### src/rtl/cpu_sequencer_if.sv
// ---------------------------------------------------------------------------
// cpu_sequencer_if
//   Memory / d_bus port between the fetch-execute sequencer and the
//   program/data memory plus the ALU's shared data bus.
//
//   addr      5  memory address
//   mem_rd    1  read request
//   mem_wr    1  write request (ALU drives d_bus)
//   bus_oe    1  ALU d_bus output enable
//   mem_rdata 8  read data returned by memory
//   mem_ready 1  access completes this cycle
//
//   master: the sequencer; slave: the memory side.
// ---------------------------------------------------------------------------
interface cpu_sequencer_if;
  logic [4:0] addr;
  logic       mem_rd;
  logic       mem_wr;
  logic       bus_oe;
  logic [7:0] mem_rdata;
  logic       mem_ready;

  modport master (
    output addr, mem_rd, mem_wr, bus_oe,
    input  mem_rdata, mem_ready
  );

  modport slave (
    input  addr, mem_rd, mem_wr, bus_oe,
    output mem_rdata, mem_ready
  );
endinterface

### src/rtl/cpu_sequencer.sv
// ---------------------------------------------------------------------------
// cpu_sequencer
//   Fetch/execute controller for the 8-bit accumulator CPU. Owns the PC and
//   the instruction register, sequences the memory port and the ALU d_bus,
//   issues one-cycle ALU strobes and resolves JC/JZ from the ALU flags.
//
//   tclk     in   clock, rising edge
//   reset    in   asynchronous, active-high reset
//   run      in   keep executing (sampled at instruction completion)
//   bus      if   memory / d_bus port (master side)
//   c, z     in   ALU carry / zero flags
//   alu_en   out  one-cycle ALU execute strobe
//   ir       out  instruction register (ALU instruction input)
//   state    out  FSM state (ALU state input)
//   pc       out  program counter
//   busy     out  state != IDLE
//   bus_err  out  sticky memory wait-limit timeout
// ---------------------------------------------------------------------------
module cpu_sequencer #(
  parameter logic [4:0]  RESET_PC   = 5'd0,
  parameter int unsigned WAIT_LIMIT = 8
) (
  input  logic            tclk,
  input  logic            reset,
  input  logic            run,
  cpu_sequencer_if.master bus,
  input  logic            c,
  input  logic            z,
  output logic            alu_en,
  output logic [7:0]      ir,
  output logic [1:0]      state,
  output logic [4:0]      pc,
  output logic            busy,
  output logic            bus_err
);

  typedef enum logic [1:0] {
    IDLE  = 2'b00,
    FETCH = 2'b01,
    EXEC  = 2'b10,
    WRITE = 2'b11
  } state_t;

  typedef enum logic [2:0] {
    OP_ADD   = 3'b000,
    OP_SUB   = 3'b001,
    OP_NAND  = 3'b010,
    OP_SHIFT = 3'b011,
    OP_LD    = 3'b100,
    OP_ST    = 3'b101,
    OP_JC    = 3'b110,
    OP_JZ    = 3'b111
  } opcode_t;

  // Last wait-count value before a still-pending access is declared dead.
  localparam logic [7:0] WAIT_LAST = 8'(WAIT_LIMIT - 1);

  state_t     state_q;
  logic [7:0] wait_cnt;
  logic       mem_req;     // a memory access is outstanding this cycle
  logic       exec_reads;  // current opcode reads its operand in EXEC
  opcode_t    opcode;
  logic [4:0] operand;
  state_t     next_instr;  // where to go once an instruction completes

  assign opcode     = opcode_t'(ir[7:5]);
  assign operand    = ir[4:0];
  assign exec_reads = (opcode == OP_ADD) || (opcode == OP_SUB) ||
                      (opcode == OP_NAND) || (opcode == OP_LD);
  assign next_instr = run ? FETCH : IDLE;
  assign state      = state_q;
  assign busy       = (state_q != IDLE);

  // Bus strobes are combinational so the ALU strobe can follow mem_ready in
  // the same cycle the operand arrives.
  always_comb begin
    // NOTE: every output gets a default before the case so no path leaves
    // it unassigned, which would otherwise infer a latch.
    bus.addr   = '0;
    bus.mem_rd = 1'b0;
    bus.mem_wr = 1'b0;
    bus.bus_oe = 1'b0;
    alu_en     = 1'b0;
    mem_req    = 1'b0;
    case (state_q)
      FETCH: begin
        bus.addr   = pc;
        bus.mem_rd = 1'b1;
        mem_req    = 1'b1;
      end
      EXEC: begin
        bus.addr = operand;
        if (exec_reads) begin
          bus.mem_rd = 1'b1;
          mem_req    = 1'b1;
          alu_en     = bus.mem_ready;
        end else begin
          // SHIFT works on the accumulator, ST makes the ALU latch acc for
          // the following write; jumps never touch the ALU.
          alu_en = (opcode == OP_SHIFT) || (opcode == OP_ST);
        end
      end
      WRITE: begin
        bus.addr   = operand;
        bus.mem_wr = 1'b1;
        bus.bus_oe = 1'b1;
        mem_req    = 1'b1;
      end
      default: ;
    endcase
  end

  // NOTE: sequential state uses non-blocking assignments only, so every
  // register samples the pre-edge value of every other register.
  always_ff @(posedge tclk or posedge reset) begin
    if (reset) begin
      state_q  <= IDLE;
      pc       <= RESET_PC;
      ir       <= '0;
      wait_cnt <= '0;
      bus_err  <= 1'b0;
    end else if (mem_req && !bus.mem_ready) begin
      // Stalled access: count, and give up once the limit is used up.
      // pc and ir are left untouched so the failing address stays visible.
      if (wait_cnt == WAIT_LAST) begin
        bus_err  <= 1'b1;
        state_q  <= IDLE;
        wait_cnt <= '0;
      end else begin
        wait_cnt <= wait_cnt + 8'd1;
      end
    end else begin
      // Either no access is pending or it completes now; every completing
      // access changes state, so the counter restarts for the next one.
      wait_cnt <= '0;
      case (state_q)
        IDLE: begin
          if (run && !bus_err) state_q <= FETCH;
        end
        FETCH: begin
          ir      <= bus.mem_rdata;
          pc      <= pc + 5'd1;
          state_q <= EXEC;
        end
        EXEC: begin
          case (opcode)
            OP_LD: state_q <= next_instr;
            OP_JC: begin
              if (c) pc <= operand;
              state_q <= next_instr;
            end
            OP_JZ: begin
              if (z) pc <= operand;
              state_q <= next_instr;
            end
            default: state_q <= WRITE;
          endcase
        end
        WRITE: state_q <= next_instr;
        default: state_q <= IDLE;
      endcase
    end
  end

endmodule

### src/flat_wrapper.sv
// flat-port wrapper written by rule: the top's interface ports become plain ports
module cpu_sequencer_flat 
#(
  parameter logic [4:0]  RESET_PC   = 5'd0,
  parameter int unsigned WAIT_LIMIT = 8
)
  (tclk, reset, run, c, z, alu_en, ir, state, pc, busy, bus_err, bus_addr, bus_mem_rd, bus_mem_wr, bus_bus_oe, bus_mem_rdata, bus_mem_ready);
  cpu_sequencer_if bus_i ();
  input  logic tclk;
  input  logic reset;
  input  logic run;
  input  logic c;
  input  logic z;
  output logic alu_en;
  output logic [7:0] ir;
  output logic [1:0] state;
  output logic [4:0] pc;
  output logic busy;
  output logic bus_err;
  output wire logic [$bits(bus_i.addr)-1:0] bus_addr;
  output wire logic [$bits(bus_i.mem_rd)-1:0] bus_mem_rd;
  output wire logic [$bits(bus_i.mem_wr)-1:0] bus_mem_wr;
  output wire logic [$bits(bus_i.bus_oe)-1:0] bus_bus_oe;
  input wire logic [$bits(bus_i.mem_rdata)-1:0] bus_mem_rdata;
  input wire logic [$bits(bus_i.mem_ready)-1:0] bus_mem_ready;
  assign bus_addr = bus_i.addr;
  assign bus_mem_rd = bus_i.mem_rd;
  assign bus_mem_wr = bus_i.mem_wr;
  assign bus_bus_oe = bus_i.bus_oe;
  assign bus_i.mem_rdata = bus_mem_rdata;
  assign bus_i.mem_ready = bus_mem_ready;
  cpu_sequencer #(.RESET_PC(RESET_PC), .WAIT_LIMIT(WAIT_LIMIT)) u_core (.tclk(tclk), .reset(reset), .run(run), .bus(bus_i), .c(c), .z(z), .alu_en(alu_en), .ir(ir), .state(state), .pc(pc), .busy(busy), .bus_err(bus_err));
endmodule
### config.mk
export PLATFORM = sky130hd
export DESIGN_NAME = cpu_sequencer_flat
export DESIGN_NICKNAME = d
export VERILOG_FILES = /design/src/rtl/cpu_sequencer_if.sv /design/src/rtl/cpu_sequencer.sv /design/src/flat_wrapper.sv
export SDC_FILE = /design/constraint.sdc
export NUM_CORES = 1
export LEC_CHECK = 0
export ABC_AREA = 1
export CORE_UTILIZATION = 40
export DETAILED_ROUTE_END_ITERATION = 7
export PLACE_DENSITY = 0.68
export SYNTH_ARGS = -nofsm -noshare
export SYNTH_HDL_FRONTEND = slang
export SYNTH_SLANG_ARGS = --single-unit
### constraint.sdc
create_clock -name tclk -period 1.8 [get_ports tclk]
set_input_delay 0.27 -clock tclk [delete_from_list [all_inputs] [get_ports tclk]]
set_output_delay 0.27 -clock tclk [all_outputs]
set_load 0.02 [all_outputs]
# Word level (Yosys, flattened, before mapping)
# Index checks and enable logic that the tools add are counted.
# totals
reg_bits,24
inputBits,14
out_inout_bits,26
word_cells,62
# classes
add_sub_neg,2
n_eq_ne,16
muxes,19
bitwise_logic,1
n_reduce_logical,19
# ops
op,n
$pmux 5 s2,3
$mux 8,2
$eq 3x3->1 const B,4
$mux 5,2
$add 8x1->8 const B,1
$eq 8x3->1 const B,1
$mux 2,4
$pmux 2 s4,1
$eq 3x2->1 const B,2
$ne 3x3->1 const B,2
$reduce_and 2->1,3
$add 5x1->5 const B,1
$mux 1,5
$reduce_and 5->1,1
$eq 2x2->1 const B,2
$logic_or 1x1->1,4
$pmux 1 s2,2
$reduce_bool 2->1,2
$reduce_or 2->1,2
$eq 3x1->1 const B,1
$logic_not 3->1,1
$ne 3x1->1 const B,1
$ne 3x2->1 const B,1
$reduce_or 3->1,1
6 further kinds,8

# Depth between registers and ports, before layout
# Gate-level depths: netlist of the first run.
# depth
word_depth,9
ltp_mapped,9
ltp_nobuf,9

# Least setup slack after synthesis of the first run
# Ideal clock, no wire load.
# synth_timing
path_kind,register to output
start,"register u_core.state_q[1], in the netlist u_core.state[1]"
end,output bus_addr[4]
arrival_ns,1.542
required_ns,1.530
path_slack_ns,-0.012
stages_incl_launch_ff,7
path_buffers,2
path_cell_list,dfrtp_1 -> inv_1 -> ha_1 -> clkbuf_2 -> buf_2 -> nand2_1 -> a21oi_1
# synth_via
elab_chain_len,3
word_cells_on_any_way,5
classes_between,eq/ne (3); mux (1); reduce/logical (1)
# synth_rtl
item,line,text
from (decl),cpu_sequencer.sv:58,state_t state_q;
from (signal assigned),cpu_sequencer.sv:147,OP_LD: state_q <= next_instr;
from (signal assigned),cpu_sequencer.sv:150,state_q <= next_instr;
from (signal assigned),cpu_sequencer.sv:154,state_q <= next_instr;
$eq 2x2->1,cpu_sequencer.sv:85,case (state_q)
$reduce_or 2->1 (no line),-,
$pmux 5 s2 *,cpu_sequencer.sv:85,
to (decl),flat_wrapper.sv:20,output wire logic [$bits(bus_i.addr)-1:0] bus_addr;
# Mark *: on every way between the ends. The rest lies on a longest branch, timed or not.

# Final worst setup path of the first run
# layout_timing
start,"register u_core.state_q[0], in the netlist u_core.state[0]"
end,output bus_addr[0]
# Same word-level chain as after synthesis.

==> results_dict.tcl, run 1 <==
set metrics [dict create \
    status "finished clean" \
    path_max_fanout 5 \
    synthTopCellsByArea "dfrtp_1, nand2_1, nand3_1, ha_1, inv_1" \
    design_area_um2 2243 \
    setup_ws_ps 25.31 \
    skew_ps 3.820 \
    min_period_ps 1775 \
    cp-start-kind "flip-flop" \
    grt_use_met2 0.3132 \
    multiInputGateArea_um2 862.1 \
    crit_type "reg2out" \
    ir_drop_v 0.0007641 \
    yosys_warnings 0 \
    busiest_layer "met2" \
    synth_seq_cells 24 \
    grt_max_degree 25 \
    dp_hpwl_mm 2.678 \
    synth_cell_types 27 \
    gp_congestion 0.8579 \
    synthFlopType "dfrtp_1" \
    ant_nets 0 \
    grt_use_met1 0.2795 \
    cp-end-kind "output port" \
    nets 276 \
    synthesis.area_um2 1490 \
    floorplan.initialDensity 0.4329 \
    die_y_um 63.04 \
    die_w_um 63.04 \
    die-area_um2 3973 \
    totalWireLength_mm 3.631 \
    via_count 1470 \
    cap_violations 0 \
    tns_ps 0 \
    wl_per_cell_um 12.10 \
    layout.cells.non_filler 300 \
    viasPerCell 4.900 \
    cts_tree "built" \
    rows 21 \
    fin_crit_sh 0.9859 \
    clock.fmax_mhz 563.5 \
    hold_violations 0 \
    drt_pre_antenna_iters 4 \
    seq_area_um2 601.8 \
    fillers 301 \
    drv_slew 0 \
    placed_cells 294 \
    grt_pass1_vias 1395 \
    dp_slack_ps -200.9 \
    grt_overflow_total 0 \
    synth_edf_count 0 \
    diodes 0 \
    synth_top_area_share 0.4030 \
    portBuffers 39 \
    r2r_end "u_core.wait_cnt[2]" \
    grtUsageTotal 0.2053 \
    r2r_setup_slack_ps 120 \
    worstPathArrival_ps 1500 \
    rsz0062_at_grt "true" \
    core_area_um2 3442 \
    hold_class "in2async" \
    clock-root-buffer "clkbuf_8" \
    drive_gt1_frac 0.2913 \
    ctsHoldBuffers 0 \
    setup_viol 0 \
    cts_buffers 3 \
    r2r_cells 8 \
    synthArstFlopShare 1.000 \
    path_clk_slew_ps 90 \
    required_ps 1530 \
    r2r-start "u_core.state[0]" \
    cellLeakagePower_nw 1.077 \
    synthToLayoutAreaGrowth_pct 50.55 \
    synth_area_per_cell_um2 7.843 \
    synth-seq-area-share 0.4030 \
    syn_nets 211 \
    synthCells 190 \
    cts_sinks 24 \
    clk_latency_ps 270 \
    relSlewSlack 0.7926 \
    worst_pin_slew_ps 311.1 \
    drtIter0Drc 71 \
    power_density_nw_per_um2 1814 \
    cts_max_level 1 \
    drc 0 \
    synth_area_leader_cell "dfrtp_1" \
    met3_usage 0.03102 \
    placed_area_um2 2083 \
    antenna_found_initial 0 \
    num_io_pins 40 \
    clockBufferDepth 2 \
    grt_pass1_wl_mm 6.354 \
]
==> power by group <==
part / leakage [nW] / total (mW) / switching, mW / internal (mW)
clock network: 0.0357 / 0.478 / 0.181 / 0.298
logic: 0.735 / 2.69 / 1.47 / 1.22
registers: 0.306 / 0.902 / 0.186 / 0.716
total: 1.08 / 4.07 / 1.84 / 2.23
==> state kept, by name, indices dropped and copies added, names as in the netlist <==
name / cells
u_core.pc: 5
u_core.state: 2
u_core.wait_cnt: 8
u_core.bus_err: 1
u_core.ir: 8
==> stage by stage <==
step,total power [mW],hold slack [ps],util
3_3_place_gp,3.395,466.6,0.6052
5_1_grt,4.387,360.3,0.6518
3_5_place_dp,3.410,467.4,0.6052
4_1_cts,3.994,339.5,0.6390
6_report,4.070,333.6,0.6518
2_1_floorplan,2.345,284.6,-
==> worst max-delay path, stage by stage (launching register included) <==
cell and delay, ps:
dfrtp_1 420, buf_6 130, ha_4 150, or2_4 260, nand2_2 70, a21oi_2 50
buf_4 160
==> repair_timing <==
action / 4_1_cts / 5_1_grt
resized for setup: 55 / 13
endpoints found under the setup margin: 22 / 24
setup buffers: 1 / 1
pin swaps: 3 / 3
==> synth_stat cells (2+ instances only) <==
cell type  count
nand3_1       25
ha_1           7
nor3_2         2
xnor2_1        3
dfrtp_1       24
nor3b_2        2
nor2_1        15
nand4_1        3
inv_1         15
nand2_2        6
a21oi_1        8
buf_2          3
xor2_1         3
o21ai_0        3
nand2_1       59
==> how the worst max path moves through the flow <==
stage          slack, ps           to  cells after the start            start
2_1_floorplan          7   bus_mem_rd                      6  u_core.state[1]
3_3_place_gp        -180  bus_addr[0]                      5  u_core.state[1]
3_5_place_dp        -200   bus_mem_rd                      6  u_core.state[0]
4_1_cts              -20  bus_addr[0]                      6  u_core.state[0]
5_1_grt              -50  bus_addr[0]                      6  u_core.state[0]
6_report              30  bus_addr[0]                      6  u_core.state[0]
==> cells in the final DEF, fill, tap and decap left out, types with 2 or more instances in the layout <==
| cell type | instances |
|---|---|
| ha_4 | 3 |
| nand3_1 | 25 |
| buf_6 | 3 |
| xnor2_1 | 3 |
| nor3_2 | 2 |
| clkbuf_8 | 3 |
| o21ai_0 | 3 |
| a21oi_2 | 6 |
| a21oi_1 | 2 |
| inv_1 | 12 |
| nor3b_2 | 2 |
| inv_2 | 3 |
| nand4_1 | 3 |
| nand2_1 | 55 |
| ha_1 | 3 |
| dfrtp_1 | 23 |
| buf_4 | 30 |
| dlygate4sd2_1 | 2 |
| nand2_2 | 10 |
| nor2_1 | 14 |
| clkdlybuf4s50_1 | 28 |
| xor2_1 | 3 |
==> cell type report <==
type | count | share of cell area
clock inverters | 1 | 0.01339
well taps | 46 | 0.02566
clock buffers | 3 | 0.01840
repair buffers | 67 | 0.2649
multi-input cells | 144 | 0.3843
flip-flops and latches | 24 | 0.2683
inverters | 15 | 0.02510
==> kinds of logic after synthesis <==
logic type | after synthesis | share of synthesized area
compound gates | 14 | 0.05625
xor+xnor | 6 | 0.03527
fa+ha+maj | 7 | 0.05877
buf+inv | 22 | 0.07388
flops | 24 | 0.4030
simple gates | 117 | 0.3728
==> layer usage <==
metal  up-vias  routed length, um
li1        738                  -
met1       666               1724
met2        53               1610
met3        13                167
met4         0                128
met5         -                  0
Power figures use the tool's default switching activity.
==> inputs of run 2 (changes only) <==
--- a/config.mk
+++ b/config.mk
@@ -12,3 +12,4 @@
 export SYNTH_ARGS = -nofsm -noshare
 export SYNTH_HDL_FRONTEND = slang
 export SYNTH_SLANG_ARGS = --single-unit
+export TNS_END_PERCENT = 20
==> results_dict.tcl, run 2 (synthesized netlist as in run 1, its figures left out) <==
set metrics [dict create \
    nets 275 \
    placed_area_um2 2083 \
    clock-root-buffer "clkbuf_8" \
    die_y_um 63.04 \
    status "finished clean" \
    ir_drop_v 0.0007678 \
    crit_start "u_core.state[0]" \
    fillers 306 \
    cp-end-kind "output port" \
    r2r-start "u_core.state[0]" \
    grtUsageTotal 0.2030 \
    totalWireLength_mm 3.634 \
    wl_per_cell_um 12.15 \
    final_common_cell "nand2_1" \
    antenna_found_initial 0 \
    clk_latency_ps 270 \
    drtIter0Drc 108 \
    grt_max_degree 25 \
    worstPathArrival_ps 1510 \
    dp_hpwl_mm 2.678 \
    synthToLayoutAreaGrowth_pct 50.29 \
    grt_pass1_wl_mm 6.285 \
    floorplan.initialDensity 0.4329 \
    portBuffers 39 \
    clock.fmax_mhz 562.6 \
    die-area_um2 3973 \
    cellLeakagePower_nw 1.072 \
    drive_gt1_frac 0.2925 \
    path_clk_slew_ps 90 \
    tns_ps 0 \
    viasPerCell 4.893 \
    setup_viol 0 \
    clockBufferDepth 2 \
    final_cell_mix "nand2_1, buf_4, clkdlybuf4s50_1" \
    die_w_um 63.04 \
    drc 0 \
    cts_max_level 1 \
    ctsHoldBuffers 0 \
    via_count 1463 \
    drt_pre_antenna_iters 4 \
    relSlewSlack 0.7916 \
    rsz0062_at_grt "true" \
    cts_tree "built" \
    cts_sinks 24 \
    grt_pass1_vias 1386 \
    hold_violations 0 \
    path_max_fanout 5 \
    rows 21 \
    gp_congestion 0.8579 \
    min_period_ps 1778 \
    power_density_nw_per_um2 1818 \
    fin_crit_sh 0.9875 \
    required_ps 1530 \
    crit_type "reg2out" \
    worst_pin_slew_ps 312.6 \
    skew_ps 5.388 \
    cp-start-kind "flip-flop" \
    grt_overflow_total 0 \
    cts_buffers 3 \
    diodes 0 \
    core_area_um2 3442 \
    drv_slew 0 \
    num_io_pins 40 \
    cap_violations 0 \
    hold_class "in2async" \
    ant_nets 0 \
    design_area_um2 2240 \
    largestRegisters "u_core.ir (8), u_core.wait_cnt (8), u_core.pc (5)" \
]
[run 2: area by class of cell]
type / count / area, um2 / area share
clock buffer: 3 / 41.29 / 0.01844
sequential: 24 / 601.8 / 0.2687
tap: 46 / 57.56 / 0.02570
clock inverter: 1 / 30.03 / 0.01341
timing repair buffer: 66 / 586.8 / 0.2620
inverter: 15 / 56.30 / 0.02514
multi-input combinational: 144 / 865.8 / 0.3866
[run 2: through the flow]
step / hold WS (ps) / cells / util / total power, mW / setup slack [ps]
floorplan: 284.6 / 190 / - / 2.345 / 7.484
global placement: 466.6 / 294 / 0.6052 / 3.395 / -175.6
detailed placement: 467.4 / 294 / 0.6052 / 3.410 / -200.9
CTS: 339.5 / 299 / 0.6350 / 3.955 / -112.7
global route: 360.3 / 299 / 0.6507 / 4.387 / -43.11
finish: 331.7 / 299 / 0.6507 / 4.073 / 22.44
[run 2: worst max-delay path, stage by stage (launching register included)]
cell and delay (ps):
dfrtp_1 420, buf_6 140, ha_4 150, or2_4 260
nand2_2 70, a21oi_2 50, buf_4 160
[run 2: timing repair]
item                       4_1_cts  5_1_grt
setup buffers                    1        0
pin swaps                        2        3
gates cloned                     0        0
gates resized for setup         47       22
setup endpoints to repair       22       31
[run 2: final timing paths]
| check | cells past startpoint | slack [ps] | endpoint |
|---|---|---|---|
| worst max-delay path | 6 | 20 | bus_addr[4] |
| worst min-delay path | 3 | 330 | u_core.pc[1] |
| worst max register to register | 8 | 130 | u_core.wait_cnt[2] |
| worst min register to register | 2 | 490 | u_core.bus_err |
| max in group asynchronous | 3 | 1210 | u_core.state[1] |
| min in group tclk | 2 | 490 | u_core.bus_err |
[run 2: report_power, final]
group	switching, mW	total (mW)	internal, mW	leakage, nW
Combinational	1.48	2.69	1.21	0.730
Sequential	0.185	0.901	0.716	0.306
Clock	0.180	0.478	0.298	0.0357
[run 2: layer usage]
metal,GRT usage,share of wire
met4,0.09884,0.031
met2,0.3159,0.46
met5,0,0
met3,0.02920,0.045
met1,0.2738,0.47
==> inputs of run 3 (changes only) <==
--- a/config.mk
+++ b/config.mk
@@ -6,9 +6,10 @@
 export NUM_CORES = 1
 export LEC_CHECK = 0
 export ABC_AREA = 1
+export ABC_CLOCK_PERIOD_IN_PS = 1900
 export CORE_UTILIZATION = 40
 export DETAILED_ROUTE_END_ITERATION = 7
-export PLACE_DENSITY = 0.68
+export PLACE_DENSITY = 0.7
 export SYNTH_ARGS = -nofsm -noshare
 export SYNTH_HDL_FRONTEND = slang
 export SYNTH_SLANG_ARGS = --single-unit
==> constraint.sdc (replaced) <==
create_clock -name tclk -period 1.9 [get_ports tclk]
set_input_delay 0.285 -clock tclk [delete_from_list [all_inputs] [get_ports tclk]]
set_output_delay 0.285 -clock tclk [all_outputs]
set_load 0.02 [all_outputs]
==> results_dict.tcl, run 3 (synthesized netlist as in run 1, its figures left out) <==
set metrics [dict create \
    status "finished clean" \
    num_io_pins 40 \
    wl_per_cell_um 12.00 \
    clock-root-buffer "clkbuf_8" \
    grt_overflow_total 0 \
    synthToLayoutAreaGrowth_pct 42.82 \
    portBuffers 39 \
    drc 0 \
    final_common_cell "nand2_1" \
    hold_class "in2async" \
    grt_pass1_wl_mm 6.092 \
    hold_violations 0 \
    ctsHoldBuffers 0 \
    clock.fmax_mhz 538.7 \
    fillers 305 \
    setup_viol 0 \
    dp_hpwl_mm 2.549 \
    largestRegisters "u_core.ir (8), u_core.wait_cnt (8), u_core.pc (5)" \
    tns_ps 0 \
    gp_congestion 0.8697 \
    grt_pass1_vias 1317 \
    grt_max_degree 27 \
    cellLeakagePower_nw 1.060 \
    cts_buffers 3 \
    power_density_nw_per_um2 1716 \
    drive_gt1_frac 0.2137 \
    fin_crit_sh 0.9770 \
    setup_ws_ps 43.71 \
    cts_tree "built" \
    final_cell_mix "nand2_1, clkdlybuf4s50_1, nand3_1" \
    ant_nets 0 \
    cts_sinks 24 \
    cp-start-kind "flip-flop" \
    drt_pre_antenna_iters 4 \
    diodes 0 \
    multiInputGateArea_um2 805.8 \
    cp-end-kind "output port" \
    seq_area_um2 601.8 \
    die_y_um 63.04 \
    clk_latency_ps 280 \
    worstPathArrival_ps 1570 \
    worst_pin_slew_ps 310.2 \
    rows 21 \
    via_count 1435 \
    skew_ps 5.665 \
    crit_type "reg2out" \
    path_max_fanout 7 \
    power.total_mw 3.653 \
    clockBufferDepth 2 \
    dp_slack_ps -149.6 \
    drtIter0Drc 86 \
    totalWireLength_mm 3.528 \
    die_w_um 63.04 \
    drv_slew 0 \
    cap_violations 0 \
    rsz0062_at_grt "true" \
    grtUsageTotal 0.1962 \
    nets 270 \
    antenna_found_initial 0 \
    min_period_ps 1856 \
    path_clk_slew_ps 90 \
    viasPerCell 4.881 \
    required_ps 1620 \
    ir_drop_v 0.0008410 \
    utilization 0.6183 \
    die-area_um2 3973 \
    floorplan.initialDensity 0.4329 \
    core_area_um2 3442 \
    relSlewSlack 0.7932 \
    cts_max_level 1 \
]
## run 3: cell count changes in the layout (fill, tap and decap cells not counted), moves of 2 or more
| cell | change |
|---|---|
| nand2_1 | +4 |
| ha_4 | -2 |
| a21oi_1 | +6 |
| nand2_2 | -5 |
| buf_4 | -5 |
| buf_6 | -3 |
| a21oi_2 | -6 |
| inv_1 | +2 |
| ha_1 | +2 |
| inv_2 | -2 |
| buf_2 | +3 |
## run 3: final timing paths
path,start,slack (ps),end,cells after the start
worst max-delay path,u_core.state[1],40,bus_addr[1],5
worst max register to register,u_core.state[1],100,u_core.pc[2],9
worst min-delay path,reset,350,u_core.ir[3],3
min in group tclk,u_core.wait_cnt[0],490,u_core.wait_cnt[0],1
worst min register to register,u_core.wait_cnt[0],490,u_core.wait_cnt[0],1
max in group asynchronous,reset,1290,u_core.state[0],3
## run 3: metrics by stage
step,instances,hold WS (ps),area (um2)
floorplan,190,299.6,1490
global placement,287,469.7,2027
detailed placement,287,472.5,2027
CTS,292,368.0,2090
global route,294,418.9,2128
finish,294,353.8,2128
## run 3: routing by layer
| metal | up-vias | wire, um | track usage |
|---|---|---|---|
| li1 | 725 | - | - |
| met1 | 656 | 1656 | 0.2660 |
| met4 | 0 | 64 | 0.07849 |
| met2 | 49 | 1640 | 0.3145 |
| met3 | 5 | 166 | 0.02372 |
| met5 | - | 0 | 0 |
## run 3: worst max-delay path, stage by stage, from the launching register on
cell             delay [ps]
dfrtp_1                 430
inv_1                   100
buf_4                   150
ha_2                    210
a21oi_1                 120
clkdlybuf4s15_2         270
## run 3: cell type report
cell class,count,share of cell area
repair buffers,61,0.2516
flip-flops and latches,24,0.2828
inverters,15,0.02646
well taps,46,0.02704
clock buffers,3,0.01940
multi-input cells,144,0.3786
clock inverters,1,0.01411
## run 3: timing repair
action | in CTS | in global routing
endpoints found under the hold margin | 0 | 0
pin swaps | 0 | 1
setup endpoints to repair | 20 | 20
resized for setup | 30 | 10
buffers inserted | 1 | 2
## run 3: where the power goes
group	internal, mW	switching (mW)	total [mW]
Clock	0.282	0.183	0.465
Sequential	0.679	0.204	0.882
Combinational	1.03	1.28	2.31
Total	1.99	1.67	3.65
